--- src/rtl/alu_pkg.sv ---
// alu_pkg -- shared definitions for the nibble-serial ALU sequencer.
// Holds the operation encoding, the sequencer state encoding, the
// {R,S,V} control triples understood by the external 4-bit alu_core,
// and small decode helpers used by the sequencer.
package alu_pkg;

  // Operation encoding as presented on the op input.
  typedef enum logic [2:0] {
    OP_ADD = 3'b000,
    OP_ADC = 3'b001,
    OP_SUB = 3'b010,
    OP_SBC = 3'b011,
    OP_AND = 3'b100,
    OP_XOR = 3'b101,
    OP_OR  = 3'b110,
    OP_CP  = 3'b111
  } alu_op_e;

  // Sequencer states: one low-nibble pass, one high-nibble pass, one
  // completion cycle.
  typedef enum logic [1:0] {
    ST_IDLE = 2'd0,
    ST_LO   = 2'd1,
    ST_HI   = 2'd2,
    ST_DONE = 2'd3
  } seq_state_e;

  // Core control triples, packed as {R, S, V}.
  localparam logic [2:0] CTL_ARITH = 3'b000;
  localparam logic [2:0] CTL_XOR   = 3'b100;
  localparam logic [2:0] CTL_AND   = 3'b010;
  localparam logic [2:0] CTL_OR    = 3'b111;

  // Fixed carry-in the core expects for each logic function.
  localparam logic CIN_XOR = 1'b0;
  localparam logic CIN_AND = 1'b1;
  localparam logic CIN_OR  = 1'b0;

  // Subtract-class ops feed the core an inverted second operand.
  function automatic logic op_is_sub(alu_op_e op);
    return (op == OP_SUB) || (op == OP_SBC) || (op == OP_CP);
  endfunction

  // Logic-class ops do not use the carry chain.
  function automatic logic op_is_logic(alu_op_e op);
    return (op == OP_AND) || (op == OP_XOR) || (op == OP_OR);
  endfunction

  // Control triple for the core, identical in both passes.
  function automatic logic [2:0] op_ctl(alu_op_e op);
    logic [2:0] ctl;
    ctl = CTL_ARITH;
    case (op)
      OP_AND:  ctl = CTL_AND;
      OP_XOR:  ctl = CTL_XOR;
      OP_OR:   ctl = CTL_OR;
      default: ctl = CTL_ARITH;
    endcase
    return ctl;
  endfunction

  // Carry-in for the low-nibble pass.
  function automatic logic op_cin_lo(alu_op_e op, logic cf);
    logic cin;
    cin = 1'b0;
    case (op)
      OP_ADD:  cin = 1'b0;
      OP_ADC:  cin = cf;
      OP_SUB:  cin = 1'b1;
      OP_SBC:  cin = ~cf;
      OP_CP:   cin = 1'b1;
      OP_AND:  cin = CIN_AND;
      OP_XOR:  cin = CIN_XOR;
      OP_OR:   cin = CIN_OR;
      default: cin = 1'b0;
    endcase
    return cin;
  endfunction

  // Carry-in for the high-nibble pass: arithmetic chains the low carry,
  // logic functions keep their fixed control carry.
  function automatic logic op_cin_hi(alu_op_e op, logic lo_cy);
    logic cin;
    cin = lo_cy;
    case (op)
      OP_AND:  cin = CIN_AND;
      OP_XOR:  cin = CIN_XOR;
      OP_OR:   cin = CIN_OR;
      default: cin = lo_cy;
    endcase
    return cin;
  endfunction

endpackage

--- src/rtl/alu_nib_flags.sv ---
// alu_nib_flags -- combinational flag derivation for the sequencer.
// Takes the assembled 8-bit value plus the low/high nibble carries and
// the high-nibble overflow from the core and forms cf/hf/vf/zf/sf.
// Build option ALU_SEQ_PARITY_EN: when defined, logic ops report even
// parity on vf (Z80 P/V); otherwise vf is 0 for logic ops and no parity
// tree is built.
module alu_nib_flags
  import alu_pkg::*;
(
  input  logic [2:0] op,
  input  logic [7:0] value,
  input  logic       lo_cy,
  input  logic       hi_cy,
  input  logic       hi_vf,
  output logic       cf,
  output logic       hf,
  output logic       vf,
  output logic       zf,
  output logic       sf
);

  alu_op_e op_e;
  logic    logic_vf;

  assign op_e = alu_op_e'(op);

`ifdef ALU_SEQ_PARITY_EN
  // Even parity of the result: 1 when the number of set bits is even.
  assign logic_vf = ~^value;
`else
  assign logic_vf = 1'b0;
`endif

  // Flag selection per op class; subtract-class carries are borrows,
  // so the core carries are inverted.
  always_comb begin
    cf = 1'b0;
    hf = 1'b0;
    vf = 1'b0;
    zf = (value == 8'h00);
    sf = value[7];
    case (op_e)
      OP_ADD, OP_ADC: begin
        cf = hi_cy;
        hf = lo_cy;
        vf = hi_vf;
      end
      OP_SUB, OP_SBC, OP_CP: begin
        cf = ~hi_cy;
        hf = ~lo_cy;
        vf = hi_vf;
      end
      OP_AND: begin
        cf = 1'b0;
        hf = 1'b1;
        vf = logic_vf;
      end
      OP_XOR, OP_OR: begin
        cf = 1'b0;
        hf = 1'b0;
        vf = logic_vf;
      end
      default: begin
        cf = 1'b0;
        hf = 1'b0;
        vf = 1'b0;
      end
    endcase
  end

endmodule

--- src/rtl/alu_nibble_seq.sv ---
// alu_nibble_seq -- runs an 8-bit ALU operation as two passes through an
// external 4-bit alu_core (low nibble, then high nibble), then presents a
// registered result and flags with a one-cycle done pulse.
// Build option ALU_SEQ_PARITY_EN selects parity on vf for logic ops
// (see alu_nib_flags).
//
// Handshake: start is accepted only on a rising edge where the sequencer
// is IDLE (busy=0 and done=0) and nreset=1; operands are captured on that
// edge. busy is high for the two core passes, done pulses for exactly one
// cycle three cycles after acceptance, and result/flags hold until the
// next done. Asserting start at any other time has no effect.
module alu_nibble_seq
  import alu_pkg::*;
(
  input  logic       clk,
  input  logic       nreset,
  input  logic       start,
  input  logic [2:0] op,
  input  logic [7:0] a,
  input  logic [7:0] b,
  input  logic       cf_in,
  output logic       busy,
  output logic       done,
  output logic [7:0] result,
  output logic       cf,
  output logic       hf,
  output logic       vf,
  output logic       zf,
  output logic       sf,
  output logic [3:0] core_op1,
  output logic [3:0] core_op2,
  output logic       core_cy_in,
  output logic       core_R,
  output logic       core_S,
  output logic       core_V,
  input  logic [3:0] core_result,
  input  logic       core_cy_out,
  input  logic       core_vf_out,
  output logic [1:0] state_dbg
);

  seq_state_e state;
  seq_state_e state_next;
  logic       accept;

  alu_op_e    op_q;
  logic [7:0] a_q;
  logic [7:0] b_q;
  logic       cf_q;

  logic [3:0] lo_res_q;
  logic       lo_cy_q;

  logic [3:0] nib_a;
  logic [3:0] nib_b;
  logic [2:0] ctl;

  logic [7:0] value;
  logic       f_cf;
  logic       f_hf;
  logic       f_vf;
  logic       f_zf;
  logic       f_sf;

  assign accept    = (state == ST_IDLE) && start;
  assign state_dbg = state;
  assign busy      = (state == ST_LO) || (state == ST_HI);
  assign done      = (state == ST_DONE);

  // State register; reset from any state returns to IDLE (abort).
  always_ff @(posedge clk) begin
    if (!nreset) begin
      state <= ST_IDLE;
    end else begin
      state <= state_next;
    end
  end

  // Next-state: fixed four-cycle walk once started.
  always_comb begin
    state_next = state;
    case (state)
      ST_IDLE: if (start) state_next = ST_LO;
      ST_LO:   state_next = ST_HI;
      ST_HI:   state_next = ST_DONE;
      ST_DONE: state_next = ST_IDLE;
      default: state_next = ST_IDLE;
    endcase
  end

  // Operand capture on acceptance; held until the next acceptance.
  always_ff @(posedge clk) begin
    if (!nreset) begin
      op_q <= OP_ADD;
      a_q  <= 8'h00;
      b_q  <= 8'h00;
      cf_q <= 1'b0;
    end else if (accept) begin
      op_q <= alu_op_e'(op);
      a_q  <= a;
      b_q  <= b;
      cf_q <= cf_in;
    end
  end

  // Keep the low-nibble pass result and carry for the high pass.
  always_ff @(posedge clk) begin
    if (!nreset) begin
      lo_res_q <= 4'h0;
      lo_cy_q  <= 1'b0;
    end else if (state == ST_LO) begin
      lo_res_q <= core_result;
      lo_cy_q  <= core_cy_out;
    end
  end

  // Core drive: select the nibble for the current pass, invert the
  // second operand for subtract-class ops, and pick the carry-in.
  always_comb begin
    nib_a      = 4'h0;
    nib_b      = 4'h0;
    ctl        = op_ctl(op_q);
    core_op1   = 4'h0;
    core_op2   = 4'h0;
    core_cy_in = 1'b0;
    if (state == ST_LO) begin
      nib_a      = a_q[3:0];
      nib_b      = b_q[3:0];
      core_cy_in = op_cin_lo(op_q, cf_q);
    end else if (state == ST_HI) begin
      nib_a      = a_q[7:4];
      nib_b      = b_q[7:4];
      core_cy_in = op_cin_hi(op_q, lo_cy_q);
    end
    if (busy) begin
      core_op1 = nib_a;
      core_op2 = op_is_sub(op_q) ? ~nib_b : nib_b;
    end
  end

  assign core_R = ctl[2];
  assign core_S = ctl[1];
  assign core_V = ctl[0];

  // During HI the full 8-bit value is the live high nibble plus the
  // stored low nibble.
  assign value = {core_result, lo_res_q};

  alu_nib_flags u_flags (
    .op    (op_q),
    .value (value),
    .lo_cy (lo_cy_q),
    .hi_cy (core_cy_out),
    .hi_vf (core_vf_out),
    .cf    (f_cf),
    .hf    (f_hf),
    .vf    (f_vf),
    .zf    (f_zf),
    .sf    (f_sf)
  );

  // Result and flags load on the HI->DONE edge so they are valid in the
  // done cycle; CP updates flags only. An abort clears everything.
  always_ff @(posedge clk) begin
    if (!nreset) begin
      result <= 8'h00;
      cf     <= 1'b0;
      hf     <= 1'b0;
      vf     <= 1'b0;
      zf     <= 1'b0;
      sf     <= 1'b0;
    end else if (state == ST_HI) begin
      if (op_q != OP_CP) begin
        result <= value;
      end
      cf <= f_cf;
      hf <= f_hf;
      vf <= f_vf;
      zf <= f_zf;
      sf <= f_sf;
    end
  end

endmodule

--- config.mk ---
export PLATFORM = sky130hd
export DESIGN_NAME = alu_nibble_seq
export DESIGN_NICKNAME = d
export VERILOG_FILES = /design/src/rtl/alu_pkg.sv /design/src/rtl/alu_nib_flags.sv /design/src/rtl/alu_nibble_seq.sv
export SDC_FILE = /design/constraint.sdc
export NUM_CORES = 1
export LEC_CHECK = 0
export ABC_AREA = 0
export CELL_PAD_IN_SITES_DETAIL_PLACEMENT = 1
export CELL_PAD_IN_SITES_GLOBAL_PLACEMENT = 1
export CORE_UTILIZATION = 35
export CTS_CLUSTER_DIAMETER = 60
export CTS_CLUSTER_SIZE = 25
export DETAILED_ROUTE_END_ITERATION = 10
export GPL_ROUTABILITY_DRIVEN = 0
export GPL_TIMING_DRIVEN = 0
export PLACE_DENSITY = 0.78
export SLEW_MARGIN = 20
export SYNTH_ARGS = -nofsm -noshare
export SYNTH_HDL_FRONTEND = slang
export SYNTH_HIERARCHICAL = 1
export SYNTH_SLANG_ARGS = --single-unit
--- constraint.sdc ---
create_clock -name clk -period 1.8 [get_ports clk]
set_clock_uncertainty 0.05 [all_clocks]
set_input_delay 0.36 -clock clk [delete_from_list [all_inputs] [get_ports clk]]
set_output_delay 0.36 -clock clk [all_outputs]
set_load 0.05 [all_outputs]
==> results of run 1 <==
-- worst paths after layout --
| path | to | cells past startpoint |
|---|---|---|
| worst max-delay path | core_op2[3] | 7 |
| worst min-delay path | state_dbg[0] | 2 |
| worst max register to register | a_q[1] | 7 |
| worst min register to register | a_q[6] | 2 |
-- placed cells by master (no fill, tap or decap), types with 2 or more instances in the layout --
cell type	n
nand2_1	51
dfxtp_1	35
a21boi_0	29
clkdlybuf4s50_1	27
buf_6	15
dlygate4sd2_1	15
buf_4	14
nor2b_1	13
mux2i_1	11
nand3b_1	8
o21a_1	8
clkbuf_8	7
clkbuf_1	6
and3_2	6
a21oi_4	5
a211oi_2	4
nor2_1	4
dfxtp_4	4
o211ai_1	3
nor3b_4	3
buf_2	3
ha_4	3
inv_4	2
o211a_1	2
and2_1	2
and3_1	2
ha_1	2
or4_1	2
-- metrics by stage --
step,setup slack [ns],total power (uW),hold slack [ns]
floorplan,-0.208,2700,0.394
global placement,-0.740,3220,0.401
detailed placement,-0.759,3270,0.410
CTS,-0.343,4080,0.338
global route,-0.392,4380,0.336
finish,-0.337,4150,0.340
-- cell usage after synthesis (all sizes together) --
| cell | instances | area share |
|---|---|---|
| nor3 | 1 | 0.0024 |
| o31a | 1 | 0.0043 |
| a211oi | 4 | 0.015 |
| nor2b | 14 | 0.043 |
| mux2i | 11 | 0.054 |
| nand2b | 1 | 0.0031 |
| nand4b | 1 | 0.0043 |
| nand3 | 2 | 0.0073 |
| and3 | 8 | 0.028 |
| nand2 | 51 | 0.094 |
| o211ai | 3 | 0.011 |
| and2 | 4 | 0.013 |
| inv | 3 | 0.0055 |
| nand3b | 8 | 0.029 |
| a21oi | 5 | 0.012 |
| ha | 5 | 0.031 |
| a21boi | 29 | 0.11 |
| or4 | 2 | 0.0073 |
| clkbuf | 6 | 0.011 |
| buf | 12 | 0.045 |
| xor2 | 1 | 0.0043 |
| a211o | 1 | 0.0049 |
| nor3b | 4 | 0.015 |
| o21ai | 2 | 0.0049 |
| o21a | 8 | 0.029 |
| a22o | 1 | 0.0043 |
| clkinv | 1 | 0.0018 |
| dfxtp | 40 | 0.39 |
| o211a | 2 | 0.0098 |
| nor2 | 4 | 0.0073 |
-- layout make-up --
type,instances,area share
Multi-Input combinational cell,173,0.416
Sequential cell,40,0.263
Timing Repair Buffer,66,0.202
Buffer,18,0.0451
Clock buffer,7,0.0310
Tap cell,72,0.0290
Inverter,4,0.0105
Timing Repair inverter,1,0.00282
-- critical path, stage by stage, from the launching register on --
cell      delay [ns]
dfxtp_4         0.38
inv_4           0.04
ha_4            0.18
buf_12          0.13
nand3b_1        0.19
o211a_1         0.17
nor3_4          0.17
buf_6           0.17
-- routing by layer --
layer	GRT usage	vias to the layer above	wire length (um)
met2	0.346	39	2980
li1	-	944	-
met4	0.0630	0	87
met5	0	-	0
met1	0.253	945	2660
met3	0.0419	9	187
-- power groups by stage --
stage	logic (uW)	registers, uW	clock network [uW]
floorplan	1320	1380	0
global placement	2010	1200	0
detailed placement	2060	1210	0
CTS	2230	1190	662
global route	2460	1210	707
finish	2310	1190	644
-- state kept, by name, indices dropped and copies added, names as in the netlist --
name and flops:
result 8, zf 1, hf 1, vf 1, cf_q 1, cf 1, b_q 8, lo_res_q 4
sf 1, lo_cy_q 1, a_q 8, op_q 3, state_dbg 2
-- logic make-up (layout without fill, tap and decap cells) --
logic type | count (synthesis) | after routing | synth area share
simple gates | 100 | 100 | 0.254
compound gates | 56 | 56 | 0.202
flops | 40 | 40 | 0.392
buf+inv | 22 | 96 | 0.0637
mux | 11 | 11 | 0.0539
fa+ha+maj | 5 | 5 | 0.0306
xor+xnor | 1 | 1 | 0.00429
-- what timing repair did --
action	4_1_cts	5_1_grt
cloned	0	2
endpoints found under the setup margin	29	12
pin swaps	6	3
buffers inserted	8	1
resized for setup	118	9
endpoints found under the hold margin	0	0
==> metrics.md, run 1 <==
| Metric | Value |
|---|---|
| Outcome | finished, violations left |
| Failing checks | negative setup slack |
| Reg2Reg Setup Slack | roughly 0.19 ns |
| Vias per cell | between 5 and 6 |
| CTS H-tree lvls | 2 |
| Die W | between 70 and 80 um |
| Design area | ~3100 um2 |
| Worst hold path class | primary input to flop |
| Final nets | roughly 340 |
| Setup WS post-layout | -0.337 ns |
| Switching power | approximately 1800 uW |
| Crit path from | state_dbg[1] |
| Clock Path Buffers | 2 |
| # rows | 27 |
| Die height | approximately 78 um |
| Clk pin slew, worst setup/hold paths | 0.07 ns |
| Worst EP arrival | 1.73 ns |
| Leak | between 0.001 and 0.0015 uW |
| Final Hold Fails | 0 |
| Final global-route overflow total | 0 |
| Clock power share | 0.155 |
| Syn avg cell area | approximately 8.7 um2 |
| Placed insts | around 360 |
| Max-Cap Viols | 0 |
| Critical Path Source Type | flop |
| Largest net degree at the start of global routing | 12 |
| Number of I/O pins | between 50 and 60 |
| Core Region | between 5000 and 6000 um2 |
| Total Neg Setup Slack | -2.19 ns |
| Slew Viols, Final | 0 |
| Core Util, Final | 0.557 |
| Hold path startpoint | nreset |
| Syn Inst Count | about 240 |
| First-pass GRT wire length | about 9500 um |
| Number of global-route vias before repair | 2005 |
| Total clock buffers created by CTS | 5 |
| DRC Markers | 0 |
| Sequential share of power | 0.287 |
| Worst EP required | between 1 and 1.5 ns |
| Relative slew slack | 0.656 |
| Fillers | approximately 670 |
| Initial Util | 0.367 |
| Cts hold-fix bufs | 0 |
| Critical-path maximum fanout | 7 |
| Area growth syn-to-layout | 51.9% |
| YS warnings | 6 |
| # diodes | 0 |
| Mapped Area | 2040 um2 |
| Number of DRC markers in iteration 0 | 54 |
| Worst Max-Slew Pin Slew | between 0.5 and 0.6 ns |
| Total Routing Usage GR | 0.202 |
| Area occupied by multi-input gates | 1290 um2 |
| Post-DP HPWL | slightly above 4000 um |
| Period utilisation layout | 1.19 |
| Comb pwr share | 0.558 |
| CTS Sinks | 40 |
| Pint | between 2000 and 2500 uW |
| Sequential fraction of the synthesis area | 0.392 |
| Fin crit period | between 2 and 2.5 ns |
| Finished Layout Cells | ~380 |
| Crit end category | output pin |
| CP Class | flop to output pin |
| RSZ-0062 raised after global routing | yes |
| IO Port Bufs | 56 |
| Root buffer cell | clkbuf_8 |
| Maximum VDD drop | 1.40 mV |
| Post-route ant nets | 0 |
| #FFs+latches synth | 40 |
| Full die area | 6150 um2 |
| Proportion of layout cells with a drive suffix above 1 | 0.262 |
| Final number of setup-violating endpoints | 9 |
| Latest clock arrival within the worst-skew pair | ~0.29 ns |
| FF-to-FF Start | state_dbg[1] |
| Via count | 1937 |
| Post-detailed-routing wire length | 5910 um |
| CTS tree | built |
| Max Fclk | about 0.47 GHz |
| Sw frac | 0.432 |
| Seq. cell area | roughly 820 um2 |
| Syn nets | between 200 and 300 |
| Cell area power density | about 1300 nW/um2 |
| Routed len/inst | 15.5 um |
| Cell variety after synth | 35 |
| Dpl cell area | ~2900 um2 |
| Initial antenna violation count | 0 |
| Number of iterations in the first detailed-routing pass | 4 |
Note: power is estimated with default switching activity, not from simulation.
==> run 2, diff against run 1 <==
--- a/config.mk
+++ b/config.mk
@@ -6,6 +6,7 @@
 export NUM_CORES = 1
 export LEC_CHECK = 0
 export ABC_AREA = 0
+export CAP_MARGIN = 20
 export CELL_PAD_IN_SITES_DETAIL_PLACEMENT = 1
 export CELL_PAD_IN_SITES_GLOBAL_PLACEMENT = 1
 export CORE_UTILIZATION = 35
==> results of run 2 <==
No change in the layout: final DEF, timing and power equal those of run 1.
==> run 3, diff against run 2 <==
--- a/config.mk
+++ b/config.mk
@@ -5,17 +5,16 @@
 export SDC_FILE = /design/constraint.sdc
 export NUM_CORES = 1
 export LEC_CHECK = 0
-export ABC_AREA = 0
+export ABC_AREA = 1
 export CAP_MARGIN = 20
 export CELL_PAD_IN_SITES_DETAIL_PLACEMENT = 1
 export CELL_PAD_IN_SITES_GLOBAL_PLACEMENT = 1
-export CORE_UTILIZATION = 35
+export CORE_UTILIZATION = 31
 export CTS_CLUSTER_DIAMETER = 60
 export CTS_CLUSTER_SIZE = 25
 export DETAILED_ROUTE_END_ITERATION = 10
 export GPL_ROUTABILITY_DRIVEN = 0
-export GPL_TIMING_DRIVEN = 0
-export PLACE_DENSITY = 0.78
+export PLACE_DENSITY = 0.76
 export SLEW_MARGIN = 20
 export SYNTH_ARGS = -nofsm -noshare
 export SYNTH_HDL_FRONTEND = slang
==> run 3 against run 2 <==
The run still ends with negative setup slack left. Synthesized area fell by 12%. Flip-flop and latch count did not move. Sequential power rose by 18%. Core utilization fell by 1.6 points. Combinational power rose by 34%. First-iteration DRC count fell by 9.3%. Wire length fell by 12%. Critical path depth fell by 1. Worst hold slack improved by 0.10 ns. Total power rose by 27%. Via count fell by 2.7%. Largest cell class unchanged.
==> metrics.md, run 3 <==
| Metric | Value |
|---|---|
| First-pass GRT wire length | 8840 um (-7.3%) |
| Worst hold path class | flop to flop |
| Final nets | 366 (+6.7%) |
| Full die area | 6100 um2 (-0.70%) |
| Period utilisation layout | 1.15 (-0.0368) |
| Cts hold-fix bufs | 0 (unchanged) |
| Root buffer cell | clkbuf_8 |
| Critical Path Source Type | flop |
| Cell variety after synth | 16 (-54%) |
| Relative slew slack | 0.812 (+0.157) |
| Proportion of layout cells with a drive suffix above 1 | 0.288 (+0.0262) |
| Post-synthesis async set-or-reset flop share | 0 (unchanged) |
| Clk pin slew, worst setup/hold paths | 0.09 ns (+0.02 ns) |
| Critical-path maximum fanout | 5 (-2) |
| CTS H-tree lvls | 2 (unchanged) |
| Routed len/inst | 12.9 um (-17%) |
| YS warnings | 6 (unchanged) |
| Most frequent cells in the layout | 77 x nor2_1, 40 x o21ai_0, 36 x dfxtp_1 |
| Number of I/O pins | 58 (unchanged) |
| Synth top cells by count | 81 x nor2_1, 40 x dfxtp_1, 40 x o21ai_0 |
| Area growth syn-to-layout | 66.9% |
| Setup WS pre-CTS | -0.0437 ns (+0.715 ns) |
| RSZ-0062 raised after global routing | yes |
| # diodes | 0 (unchanged) |
| Via count | 1884 (-2.7%) |
| Max Fclk | 0.483 GHz (+3.2%) |
| Final number of setup-violating endpoints | 10 (+1) |
| Area occupied by multi-input gates | 1080 um2 (-17%) |
| Latest clock arrival within the worst-skew pair | 0.30 ns (about the same) |
| Post-synth EDFFs | 0 (unchanged) |
| Cell area power density | 1750 nW/um2 (+31%) |
| Maximum VDD drop | 0.652 mV (-53%) |
| Worst EP arrival | 1.66 ns (-0.07 ns) |
| Slew Viols, Final | 0 (unchanged) |
| Biggest registers after layout | a_q x8, b_q x8, result x8 |
| Leak | 0.00124 uW (+2.2%) |
| Total Routing Usage GR | 0.186 (-0.0156) |
| Total Neg Setup Slack | -2.02 ns (+0.168 ns) |
| Most common cell after layout, fill and taps aside | nor2_1 |
| Fin crit period | 2.07 ns (-0.0662 ns) |
| Post-route ant nets | 0 (unchanged) |
| Number of DRC markers in iteration 0 | 49 (-9.3%) |
| Outcome | finished, violations left |
| Core Region | 5540 um2 (-0.61%) |
| # rows | 27 (unchanged) |
| Die W | 78.1 um (-0.35%) |
| Synth Flop Type | dfxtp_1 |
| CP max stage cell | dfxtp_4 |
| CP Class | flop to output pin |
| IO Port Bufs | 57 (+1.8%) |
| DRC Markers | 0 (unchanged) |
| Die height | 78.1 um (-0.35%) |
| Post-synth top area cell | dfxtp_1 |
| Worst Max-Slew Pin Slew | 0.281 ns (-0.237 ns) |
| Initial antenna violation count | 0 (unchanged) |
| Largest net degree at the start of global routing | 41 (+29) |
| Vias per cell | 4.65 (-8.5%) |
| Design area | 3000 um2 (-3.4%) |
| Syn Inst Count | 261 (+11%) |
| Max-Cap Viols | 0 (unchanged) |
| Syn avg cell area | 6.88 um2 (-21%) |
| Dpl cell area | 2720 um2 (-4.9%) |
| CTS tree | built |
| Total clock buffers created by CTS | 5 (unchanged) |
| Seq. cell area | 813 um2 (-0.46%) |
| CTS Sinks | 40 (unchanged) |
| #FFs+latches synth | 40 (unchanged) |
| Top cells by area, synth | dfxtp_1 45%, nor2_1 17%, o21ai_0 11%, nand2_1 6.5%, a21oi_1 4.5% |
| Initial Util | 0.324 (-0.0423) |
| Final Hold Fails | 0 (unchanged) |
| Number of iterations in the first detailed-routing pass | 4 (unchanged) |
| Fillers | 685 (+1.6%) |
| Syn nets | 295 (+9.7%) |
| Worst path max stage delay | 0.37 ns (about the same) |
| Failing checks | negative setup slack |
| Reg2Reg Setup Slack | 0.31 ns (+0.12 ns) |
| Top cell type's share of synthesized area | 0.446 (+0.0538) |
| Sequential fraction of the synthesis area | 0.446 (+0.0538) |
| Mapped Area | 1800 um2 (-12%) |
| Final global-route overflow total | 0 (unchanged) |
| Crit end category | output pin |
| Post-detailed-routing wire length | 5220 um (-12%) |
| Worst hold slack | 0.441 ns (+0.100 ns) |
| Post-DP HPWL | 3780 um (-7.5%) |
| Worst EP required | 1.39 ns (about the same) |
| Clock Path Buffers | 2 (unchanged) |
| Number of global-route vias before repair | 1961 (-2.2%) |
| Setup WS post-layout | -0.271 ns (+0.0662 ns) |
| Count leader, synth | nor2_1 |
| Crit-path cells | inv_4, buf_6, ha_4, clkinvlp_4, a21oi_4, buf_12 |
| Core Util, Final | 0.541 (-0.0156) |
==> run 3: layout make-up <==
cell class / count / area share
Multi-Input combinational cell: 193 / 0.360
Timing Repair Buffer: 74 / 0.275
Sequential cell: 40 / 0.271
Tap cell: 72 / 0.0300
Inverter: 18 / 0.0271
Clock buffer: 5 / 0.0229
Clock inverter: 3 / 0.0142
==> run 3: final timing paths <==
path	start	endpoint	cells past startpoint
setup / recovery	state_dbg[1]	core_op1[2]	6
hold / removal	result[2]	result[2]	2
setup reg to reg	state_dbg[1]	result[7]	8
hold reg to reg	result[2]	result[2]	2
==> run 3: cell families after synthesis <==
logic type      after synthesis  synth area share
fa+ha+maj                     5            0.0348
xor+xnor                      1           0.00488
compound gates               56             0.156
flops                        40             0.446
simple gates                131             0.290
buf+inv                      28            0.0682
==> run 3: power by group <==
part           internal (uW)  switching, uW
Sequential              1190            217
Clock                    410            336
Combinational           1210           1880
Total                   2820           2430
==> run 3: worst max-delay path, delay by kind of cell, from the launching register on <==
| kind | cells | cell delay, ns |
|---|---|---|
| compound gates | 1 | 0.21 |
| fa+ha+maj | 1 | 0.27 |
| buf+inv | 4 | 0.50 |
| flops | 1 | 0.37 |
==> run 3: layer usage <==
metal | global-route usage | routed length, um | up-vias
li1 | - | - | 976
met1 | 0.205 | 2260 | 854
met2 | 0.335 | 2620 | 48
met3 | 0.0523 | 266 | 6
met4 | 0.0741 | 78 | 0
met5 | 0 | 0 | -
==> run 3: stage by stage <==
stage | instances | total power (uW)
final | 405 | 5250
after global routing | 405 | 5600
after CTS | 403 | 5100
after detailed placement | 393 | 4270
after global placement | 393 | 4200
after floorplan | 261 | 3190
==> run 3: repair_timing <==
item / in CTS / in global routing
buffers inserted: 2 / 2
endpoints found under the setup margin: 11 / 11
pin swaps: 1 / 5
resized for setup: 10 / 22
==> RTL change 1: new RTL, config.mk and constraints of run 2 <==
Make the reset (`nreset`) asynchronous in 4 clocked blocks.
--- a/src/rtl/alu_nibble_seq.sv
+++ b/src/rtl/alu_nibble_seq.sv
@@ -68,7 +68,7 @@
   assign done      = (state == ST_DONE);
 
   // State register; reset from any state returns to IDLE (abort).
-  always_ff @(posedge clk) begin
+  always_ff @(posedge clk or negedge nreset) begin
     if (!nreset) begin
       state <= ST_IDLE;
     end else begin
@@ -89,7 +89,7 @@
   end
 
   // Operand capture on acceptance; held until the next acceptance.
-  always_ff @(posedge clk) begin
+  always_ff @(posedge clk or negedge nreset) begin
     if (!nreset) begin
       op_q <= OP_ADD;
       a_q  <= 8'h00;
@@ -104,7 +104,7 @@
   end
 
   // Keep the low-nibble pass result and carry for the high pass.
-  always_ff @(posedge clk) begin
+  always_ff @(posedge clk or negedge nreset) begin
     if (!nreset) begin
       lo_res_q <= 4'h0;
       lo_cy_q  <= 1'b0;
@@ -161,7 +161,7 @@
 
   // Result and flags load on the HI->DONE edge so they are valid in the
   // done cycle; CP updates flags only. An abort clears everything.
-  always_ff @(posedge clk) begin
+  always_ff @(posedge clk or negedge nreset) begin
     if (!nreset) begin
       result <= 8'h00;
       cf     <= 1'b0;
Function: differs if nreset is asserted again (counterexample within 4 cycles, from zero or initial values and one cycle with nreset low); with nreset held inactive, the same outputs for 10 cycles.
==> RTL change 1 against run 2 <==
  * Final area is 0.32% higher
  * First-iteration DRC count increased by 56%
  * Fmax down 6.5%
  * The flow still finishes with violations (negative setup slack)
  * Synthesized area fell by 5.2%
  * Worst setup slack got worse by 150 ps
  * Wire length increased by 6.5%
  * Sequential cell count is the same
Power is left out: the tool's default activity adds up to more than one toggle a clock period on the data nets, which glitch-free logic cannot reach.
==> RTL change 1: results (changes against run 2) <==
outcome:
  status: "finished, violations left"  # unchanged
  violations: "negative setup slack"  # unchanged
worst_hold_path:
  hold_start: "hf"  # was nreset
  hold_depth: 1  # was 2
synthesis:
  synthesis.nets: 191  # was 269
  synth_common_cells: "dfrtp_1, mux2_2, nor2_1"  # was nand2_1, dfxtp_1, a21boi_0
  yosysUniqueCellTypes: 32  # was 35
  synth-compound-area-share_pct: 9.04  # was 20.2%
  muxShareOfSynthArea_pct: 22.1  # was 5.39%
  synthFlopType: "dfrtp_1"  # was dfxtp_1
  syn_inst: 158  # was 235
  seq_area_frac_synth_pct: 51.7  # was 39.2%
  synth-adder-area-share_pct: 2.58  # was 3.06%
  synth-xor-area-share_pct: 0.452  # was 0.429%
setup_path:
  rrSetupSlack_ps: 70  # was 190 ps
  worstPathArrival_ps: 1870  # was 1730 ps
  cp_max_fo: 10  # was 7
  critPathCapture: "core_op2[1]"  # was core_op2[3]
  r2r_end: "b_q[5]"  # was a_q[1]
  reg2reg_depth: 6  # was 7
drt:
  routedWlPerCell_um: 20.4  # was 15.5 um
  viasPerCell: 5.16  # was 5.08
  initialDrtViolationCount: 84  # was 54
  routed_wl_um: 6300  # was 5910 um
placed_design:
  hpwl_um: 3910  # was 4090 um
  portBuffers: 57  # was 56
  dp.cells: 286  # was 363
sta:
  setup_viol_count_final: 10  # was 9
  layout_setup_ws_ps: -485  # was -337 ps
  worst_slew_pin_slew_ps: 518  # was 519 ps
  holdWs_ps: 458  # was 340 ps
finish:
  drive_gt1_share_pct: 50.6  # was 26.2%
  fin_nets: 272  # was 343
grt:
  grt_max_degree: 22  # was 12
  track_usage_pct: 23.8  # was 20.2%
  grt_pass1_vias: 1898  # was 2005
clock_network:
  cts_root_buffer: "clkbuf_8"  # unchanged
-- RTL change 1: cell types whose count changed after synthesis, sizes merged, moves of 28 or more --
cell,run 2,this run
dfrtp,0,40
a21boi,29,1
mux2,0,38
nand2,51,9
dfxtp,40,0
-- RTL change 1: timing repair --
action | CTS | global route
endpoints found under the hold margin | 19 | 0
setup buffers | 12 | 3
setup endpoints to repair | 29 | 14
pin swaps | 8 | 4
gates resized for setup | 134 | 11
hold buffers | 1 | 0
-- RTL change 1: through the flow --
stage          instance area (um2)  setup TNS [ps]  setup slack, ps
2_1_floorplan                 2050           -3780             -444
3_3_place_gp                  2710          -34550             -994
3_5_place_dp                  2730           -9360            -1030
4_1_cts                       3070           -3530             -470
5_1_grt                       3110           -4480             -552
6_report                      3110           -3840             -485
-- RTL change 1: metal layers --
metal	vias up	GRT usage, %	wire length (um)
met4	0	8.85	173
met5	-	0	0
met1	817	26.2	2470
met3	16	4.91	171
li1	720	-	-
met2	41	44.5	3480
-- RTL change 1: worst max-delay path, cell delays in order, from the launching register on --
cell and delay [ps]:
dfrtp_2 470, ha_4 200, buf_8 140, nand3b_1 200, o211a_1 200, nor3_4 190
buf_6 180
-- RTL change 1: cell type report --
| cell class | count | area [um2] |
|---|---|---|
| Buffer | 7 | 78.8 |
| Multi-Input combinational cell | 103 | 1060 |
| Sequential cell | 40 | 1010 |
| Inverter | 8 | 40.0 |
| Clock buffer | 7 | 96.3 |
| Tap cell | 70 | 87.6 |
| Timing Repair Buffer | 74 | 739 |
| Fill cell | 528 | 2090 |
==> RTL change 2: new RTL, config.mk and constraints of run 2 <==
Without the edit above. The option `ALU_SEQ_PARITY_EN` is turned on by a define.
--- a/src/rtl/alu_nib_flags.sv
+++ b/src/rtl/alu_nib_flags.sv
@@ -4,6 +4,8 @@
 // Build option ALU_SEQ_PARITY_EN: when defined, logic ops report even
 // parity on vf (Z80 P/V); otherwise vf is 0 for logic ops and no parity
 // tree is built.
+`define ALU_SEQ_PARITY_EN
+
 module alu_nib_flags
   import alu_pkg::*;
 (
Check against the original RTL: not equivalent (a bounded check fails within 4 cycles, from zero or initial values and one cycle with nreset low).
==> RTL change 2 against run 2 <==
  * Worst hold slack worse by 14 ps
  * Worst setup slack better by 0.60 ps
  * Total power down 1.5%
  * Critical endpoint unchanged
  * Synthesized area up 5.1%
  * Fmax about the same
  * The run still ends with negative setup slack left
  * Non-clock buffer count unchanged
  * Wire length up 0.30%
  * Final area up 3.0%
  * Final cell count up 4.5%
  * Critical path type unchanged
  * Sequential cell count unchanged
==> RTL change 2: results (changes against run 2) <==
grt:
  grt.met2_usage_pct: 34.4  # was 34.6%
  grt_pass1_vias: 2000  # was 2005
  grt_pass1_wl_um: 9660  # was 9540 um
  use_met1_pct: 24.2  # was 25.3%
  track_usage_pct: 19.7  # was 20.2%
  grt_max_degree: 13  # was 12
drt:
  viasPerCell: 4.94  # was 5.08
  met1_length_um: 2760  # was 2660 um
  route.met2.wl_um: 2860  # was 2980 um
  met3_length_um: 256  # was 187 um
  initialDrtViolationCount: 35  # was 54
  routed_wl_um: 5930  # was 5910 um
synthesis:
  synth-compound-area-share_pct: 18.9  # was 20.2%
  seq_area_frac_synth_pct: 37.3  # was 39.2%
  synth-adder-area-share_pct: 5.24  # was 3.06%
  synth-xor-area-share_pct: 1.63  # was 0.429%
  synth_common_cells: "nand2_1, dfxtp_1, a21boi_0"  # unchanged
  synth_area_leaders: "dfxtp_1, a21boi_0, nand2_1"  # unchanged
  yosysUniqueCellTypes: 37  # was 35
outcome:
  violations: "negative setup slack"  # unchanged
  status: "finished, violations left"  # unchanged
clock_network:
  cts-resized-gates: 121  # was 118
  clkSlewWorstSetupHoldPaths_ps: 80
  post_cts_buffers: 9  # was 8
sta:
  setup_viol_count_final: 10  # was 9
  worst_slew_pin_slew_ps: 503  # was 519 ps
  layout_setup_ws_ps: -337  # about the same
power_and_ir_drop:
  p_leak_nw: 1.29  # was 1.22 nW
  ir_worst_vdd_mv: 0.610  # was 1.40 mV
placed_design:
  hpwl_um: 4130  # was 4090 um
  dp_slack_ps: -717  # was -759 ps
finish:
  nFillCells: 697  # was 674
  fin_nets: 360  # was 343
  drive_gt1_share_pct: 25.1  # was 26.2%
worst_hold_path:
  hold_path_end: "result[3]"  # was state_dbg[0]
[RTL change 2: cell types whose count changed in the layout (fill, tap and decap cells not counted), sizes merged, moves of 2 or more]
cell,before,now
clkbuf,14,11
clkdlybuf4s50,27,23
clkinv,1,4
dlygate4sd2,15,18
ha,5,9
inv,4,11
or4,2,0
xnor2,0,3
[RTL change 2: power by group through the flow]
stage | Clock, mW | Combinational, mW | Sequential, mW
2_1_floorplan | 0 | 1.39 | 1.38
3_3_place_gp | 0 | 2.10 | 1.21
3_5_place_dp | 0 | 2.13 | 1.21
4_1_cts | 0.608 | 2.27 | 1.19
5_1_grt | 0.649 | 2.47 | 1.22
6_report | 0.592 | 2.30 | 1.20
[RTL change 2: final cells by class]
type	count	area [um2]	share of cell area [%]
Buffer	18	135	4.23
Sequential cell	40	815	25.5
Clock buffer	5	68.8	2.15
Tap cell	75	93.8	2.94
Multi-Input combinational cell	179	1370	42.8
Inverter	12	62.6	1.96
Timing Repair Buffer	66	641	20.0
Clock inverter	3	13.8	0.431
[RTL change 2: stage by stage]
stage          cells  TNS, ps  hold WS [ps]  instance area (um2)  power [mW]
2_1_floorplan    249     -752           394                 2310        2.77
3_3_place_gp     380    -6900           400                 2970        3.31
3_5_place_dp     380    -7100           411                 2970        3.35
4_1_cts          397    -2240           323                 3150        4.07
5_1_grt          398    -2910           322                 3200        4.33
6_report         398    -2210           326                 3200        4.09
[RTL change 2: cells by family (layout without fill, tap and decap cells)]
logic type / count (synthesis) / count (layout)
and+or+nand+nor: 99 / 99
AOI/OAI and AO/OA: 55 / 55
DFF: 40 / 40
buffers and inverters: 30 / 104
muxes: 12 / 12
adders and majority gates: 9 / 9
xor gates and xnor gates: 4 / 4
